File: src/rtl/spike_isi_encoder.sv
// Spike detector with threshold/re-arm hysteresis, inter-spike interval
// measurement in valid samples, and a show-ahead ISI FIFO drained through a
// valid/ready handshake. Also keeps a wrapping spike counter and a sticky
// overflow flag.
//
// Detector states
//   state | meaning
//   ARMED | waiting for v_in >= THRESH; a valid sample at/above it is a spike
//   FIRED | spike seen; waiting for v_in <= REARM before another can fire
module spike_isi_encoder #(
   parameter logic signed [7:0] THRESH = 8'sh40,
   parameter logic signed [7:0] REARM  = 8'shC0,
   parameter int                ISI_W  = 16,
   parameter int                DEPTH  = 4
) (
   input  logic             clk,
   input  logic             rst_n,
   input  logic             sample_valid,
   input  logic [7:0]       v_in,
   output logic             spike_o,
   output logic [ISI_W-1:0] isi_data,
   output logic             isi_valid,
   input  logic             isi_ready,
   output logic [15:0]      spike_count,
   output logic             overflow
);

   localparam int               PTR_W    = $clog2(DEPTH);
   localparam int               OCC_W    = $clog2(DEPTH + 1);
   localparam logic [ISI_W-1:0] ISI_MAX  = '1;
   localparam logic [OCC_W-1:0] OCC_FULL = OCC_W'(DEPTH);

   typedef enum logic {
      ARMED = 1'b0,
      FIRED = 1'b1
   } det_state_t;

   det_state_t       state_q, state_d;
   logic             spike_ev;
   logic [ISI_W-1:0] cnt_q;
   logic [ISI_W-1:0] cnt_sat_inc;
   logic             seen_q;
   logic [ISI_W-1:0] mem [DEPTH];
   logic [PTR_W-1:0] wr_ptr_q, rd_ptr_q;
   logic [OCC_W-1:0] occ_q;
   logic             push, pop, wr_en, drop;

   // Detector next-state; a spike event is the ARMED -> FIRED transition.
   always_comb begin
      state_d  = state_q;
      spike_ev = 1'b0;
      if (sample_valid) begin
         case (state_q)
            ARMED: begin
               if ($signed(v_in) >= THRESH) begin
                  spike_ev = 1'b1;
                  state_d  = FIRED;
               end
            end
            FIRED: begin
               if ($signed(v_in) <= REARM) begin
                  state_d = ARMED;
               end
            end
         endcase
      end
   end

   // Detector state register.
   always_ff @(posedge clk) begin
      if (!rst_n) begin
         state_q <= ARMED;
      end else begin
         state_q <= state_d;
      end
   end

   // Saturating increment doubles as the ISI value on a spike sample.
   assign cnt_sat_inc = (cnt_q == ISI_MAX) ? ISI_MAX : cnt_q + ISI_W'(1);

   // ISI counter and first-spike flag; the first spike only starts timing.
   always_ff @(posedge clk) begin
      if (!rst_n) begin
         cnt_q  <= '0;
         seen_q <= 1'b0;
      end else if (sample_valid) begin
         if (spike_ev) begin
            cnt_q  <= '0;
            seen_q <= 1'b1;
         end else begin
            cnt_q  <= cnt_sat_inc;
         end
      end
   end

   // A pop frees a slot in the same cycle, so a full FIFO still accepts.
   assign isi_valid = (occ_q != '0);
   assign pop       = isi_valid && isi_ready;
   assign push      = spike_ev && seen_q;
   assign wr_en     = push && ((occ_q != OCC_FULL) || pop);
   assign drop      = push && (occ_q == OCC_FULL) && !pop;
   assign isi_data  = isi_valid ? mem[rd_ptr_q] : '0;

   // FIFO storage; contents need no reset because occupancy gates the head.
   always_ff @(posedge clk) begin
      if (wr_en) begin
         mem[wr_ptr_q] <= cnt_sat_inc;
      end
   end

   // FIFO pointers and occupancy; pointers wrap naturally at DEPTH.
   always_ff @(posedge clk) begin
      if (!rst_n) begin
         wr_ptr_q <= '0;
         rd_ptr_q <= '0;
         occ_q    <= '0;
      end else begin
         if (wr_en) begin
            wr_ptr_q <= wr_ptr_q + PTR_W'(1);
         end
         if (pop) begin
            rd_ptr_q <= rd_ptr_q + PTR_W'(1);
         end
         case ({wr_en, pop})
            2'b10:   occ_q <= occ_q + OCC_W'(1);
            2'b01:   occ_q <= occ_q - OCC_W'(1);
            default: occ_q <= occ_q;
         endcase
      end
   end

   // Spike pulse, running spike count and sticky overflow.
   always_ff @(posedge clk) begin
      if (!rst_n) begin
         spike_o     <= 1'b0;
         spike_count <= '0;
         overflow    <= 1'b0;
      end else begin
         spike_o <= spike_ev;
         if (spike_ev) begin
            spike_count <= spike_count + 16'd1;
         end
         if (drop) begin
            overflow <= 1'b1;
         end
      end
   end

endmodule

File: config.mk
export PLATFORM = sky130hd
export DESIGN_NAME = spike_isi_encoder
export DESIGN_NICKNAME = d
export VERILOG_FILES = /design/src/rtl/spike_isi_encoder.sv
export SDC_FILE = /design/constraint.sdc
export NUM_CORES = 1
export LEC_CHECK = 0
export CAP_MARGIN = 10
export CORE_ASPECT_RATIO = 0.8
export CORE_MARGIN = 2
export CORE_UTILIZATION = 35
export DETAILED_ROUTE_END_ITERATION = 6
export SKIP_CTS_REPAIR_TIMING = 1
export SKIP_LAST_GASP = 1
export SYNTH_ARGS = -nofsm -noshare
export SYNTH_HDL_FRONTEND = slang
export SYNTH_SLANG_ARGS = --single-unit
File: constraint.sdc
create_clock -name clk -period 3.39 [get_ports clk]
set_clock_uncertainty 0.15 [all_clocks]
set_input_delay 1.017 -clock clk [delete_from_list [all_inputs] [get_ports clk]]
set_output_delay 1.017 -clock clk [all_outputs]
set_load 0.005 [all_outputs]
==> results by group, run 1 <==
Min path
  • Tightest Hold Check Type: reg -> reg
  • Hold Startpoint: spike_count[15]
  • Hold path depth: 2
  • Worst Hold End: spike_count[15]

Route
  • Routed wire length: 10.3 mm
  • Mean number of vias per cell: 5.23
  • DRC: 0
  • Via count: 3,349
  • Initial DRC Count: 193
  • Wire length per cell: 16.1 µm
  • Routed Antenna Nets: 0
  • DR pass1 iterations: 5

Global route
  • Initial antenna violation count: 0
  • Total grt overflow: 0
  • Largest net degree at the start of global routing: 25
  • GRT Resource Usage Total: 14.4%
  • First-pass GRT wire length: 16.5 mm
  • Vias in the first global route: 3,190

Clock tree
  • H-tree Lvls: 3
  • Clock Latency Late Sink: 0.35 ns
  • CTS Sinks: 109
  • Root Buffer: clkbuf_16
  • Clock slew at reported path FFs: 0.08 ns
  • CTS tree: yes
  • CTS Buf Count: 9
  • CTS Buffer Depth: 2

Synth
  • Synthesized area: 0.00490 mm²
  • Top FF cell, synth: edfxtp_1
  • FF+latch count, synth: 109
  • Syn Area/Cell: 12.0 µm²
  • Seq/Total Area, Yosys: 57.6%
  • Post-synth ARST share: 0%
  • Syn Nets: 428
  • Synth warn: 0
  • Post-Synthesis Cells: 409
  • Post-synth EDFFs: 64
  • Netlist cell types: 48

Placed design
  • DP Area: 0.00566 mm²
  • DP HPWL: 6.81 mm
  • I/O Buffers: 46
  • Post-placement setup slack: 0.0477 ns
  • Routability Congestion: 0.790
  • Placed insts: 624

Setup path
  • Worst r2r path cells: 5
  • Startpoint Class: flop
  • Worst R2R Start: cnt_q[0]
  • Crit path from: occ_q[0]
  • Arrival @ worst endpoint: 2.12 ns
  • Required time worst endpoint: 2.22 ns
  • R2r setup slk: 0.66 ns
  • Crit Path Category: reg -> out
  • Worst R2R End: mem[0][15]
  • Crit-path max FO: 19
  • Setup crit end kind: output pin

Cells and area
  • ANT cells: 0
  • Synth-to-Final Area Change: 21.6%
  • Layout fillers: 1,261
  • Fin area: 0.00596 mm²
  • Final core utilization: 43.8%
  • Fin nets: 474
  • Commonest non-fill, non-tap cell in the layout: edfxtp_1
  • Commonest cells after routing, fill and taps aside: edfxtp_1 (64), clkdlybuf4s50_1 (46), dfxtp_1 (45), nand2_1 (32), nor2_1 (28)
  • Fin cells: 640
  • Layout cells sized above 1: 12.8%

Floorplanning
  • IO Pins: 47
  • FP Rows: 38
  • Die area: 0.0150 mm²
  • Core ar.: 0.0136 mm²
  • Die Y-Extent: 110 µm
  • Initial Utilization: 36.0%
  • Die width: 136 µm

Timing
  • Setup TNS: 0 ns
  • Post-route minimum period: 3.28 ns
  • Max Slew Vio Count: 0
  • FMAX: 305 MHz
  • Slew margin rel.: 49.1%
  • Final number of setup-violating endpoints: 0
  • Post-route setup slack: 0.106 ns
  • Hold Fails Final Rpt: 0
  • Unrepaired setup endpoints after global routing: false
  • Worst slew pin tran: 0.758 ns
  • Final worst-path cycle share: 96.9%
  • Hold slack: 0.333 ns

Power and ir drop
  • Sequential fraction of design power: 54.7%
  • Switching power: 0.588 mW
  • Peak supply drop: 0.230 mV
  • Switch share: 22.9%
  • Clk pwr share: 40.6%
  • Pwr dens: 431 mW/mm²
  • Total design power: 2.57 mW
  • P_int: 1.98 mW
  • Leakage: 2.05 nW
  • Logic gate share of total power: 4.7%

Run status
  • Status: completed

Run
  • Maxcap violations: 0
[state kept, by name, summed over array words and instances, names as in the netlist, named ones only]
register / count
spike_count: 16
cnt_q: 16
spike_o: 1
occ_q: 3
wr_ptr_q: 2
overflow: 1
seen_q: 1
mem: 64
rd_ptr_q: 2
state_q: 1
[cell families (layout without fill, tap and decap cells)]
logic type	after synthesis	in the layout	synth area share [%]
buf+inv	39	90	3.19
xor+xnor	19	19	3.40
simple gates	159	159	18.1
fa+ha+maj	7	7	1.94
compound gates	54	54	7.15
mux	22	22	8.61
flops	109	109	57.6
[worst max-delay path, stage by stage, from the launching register on]
cell             delay [ns]
dfxtp_1                0.40
or3_2                  0.70
and2_1                 0.23
clkdlybuf4s50_1        0.44
[Yosys cell counts (all sizes together) (7+ instances only)]
| cell | count | area share, % |
|---|---|---|
| xnor2 | 12 | 2.1 |
| or3 | 7 | 0.89 |
| edfxtp | 64 | 39 |
| nand4 | 9 | 1.5 |
| and3 | 7 | 0.89 |
| inv | 13 | 1.0 |
| buf | 7 | 0.72 |
| mux4 | 16 | 7.4 |
| nand3 | 13 | 1.3 |
| nor4 | 9 | 1.7 |
| a21oi | 17 | 1.7 |
| xor2 | 7 | 1.3 |
| nand2 | 32 | 2.5 |
| o21ai | 12 | 1.2 |
| and2 | 23 | 2.9 |
| nor2 | 28 | 2.1 |
| a31oi | 8 | 1.0 |
| nor3 | 13 | 1.3 |
| dfxtp | 45 | 18 |
| clkbuf | 19 | 1.5 |
[worst max path at each step]
stage	to
after detailed placement	occ_q[2]
after floorplan	occ_q[2]
final	isi_data[1]
after global placement	occ_q[2]
after global routing	isi_data[0]
after CTS	isi_data[1]
[final cells by class]
type                       instances  area, µm²  share of cell area (%)
multi-input combinational        261       1930                    32.3
tap                              180        225                    3.78
timing repair buffer              61        636                    10.7
clock inverter                     7       73.8                    1.24
inverter                          13       48.8                   0.819
clock buffer                       9        225                    3.78
sequential                       109       2820                    47.4
[power groups by stage]
stage	clock, mW	sequential (mW)	combinational (mW)
floorplan	0	1.43	0.0652
global placement	0	1.44	0.118
detailed placement	0	1.44	0.121
CTS	1.07	1.40	0.121
global route	1.11	1.41	0.132
finish	1.04	1.40	0.120
[routing by layer]
metal / GRT usage, % / vias up / wire length [µm]
li1: - / 1611 / -
met1: 19.5 / 1620 / 4860
met2: 23.3 / 107 / 4840
met3: 2.95 / 11 / 468
met4: 4.84 / 0 / 127
met5: 0 / - / 0
No activity file was read; power rests on OpenSTA's default activity.
==> inputs of run 2 (changes only) <==
CTS_CLUSTER_SIZE = 12   (was unset)
==> results of run 2 <==
The final DEF is identical to that of run 1; final timing and power are the same.
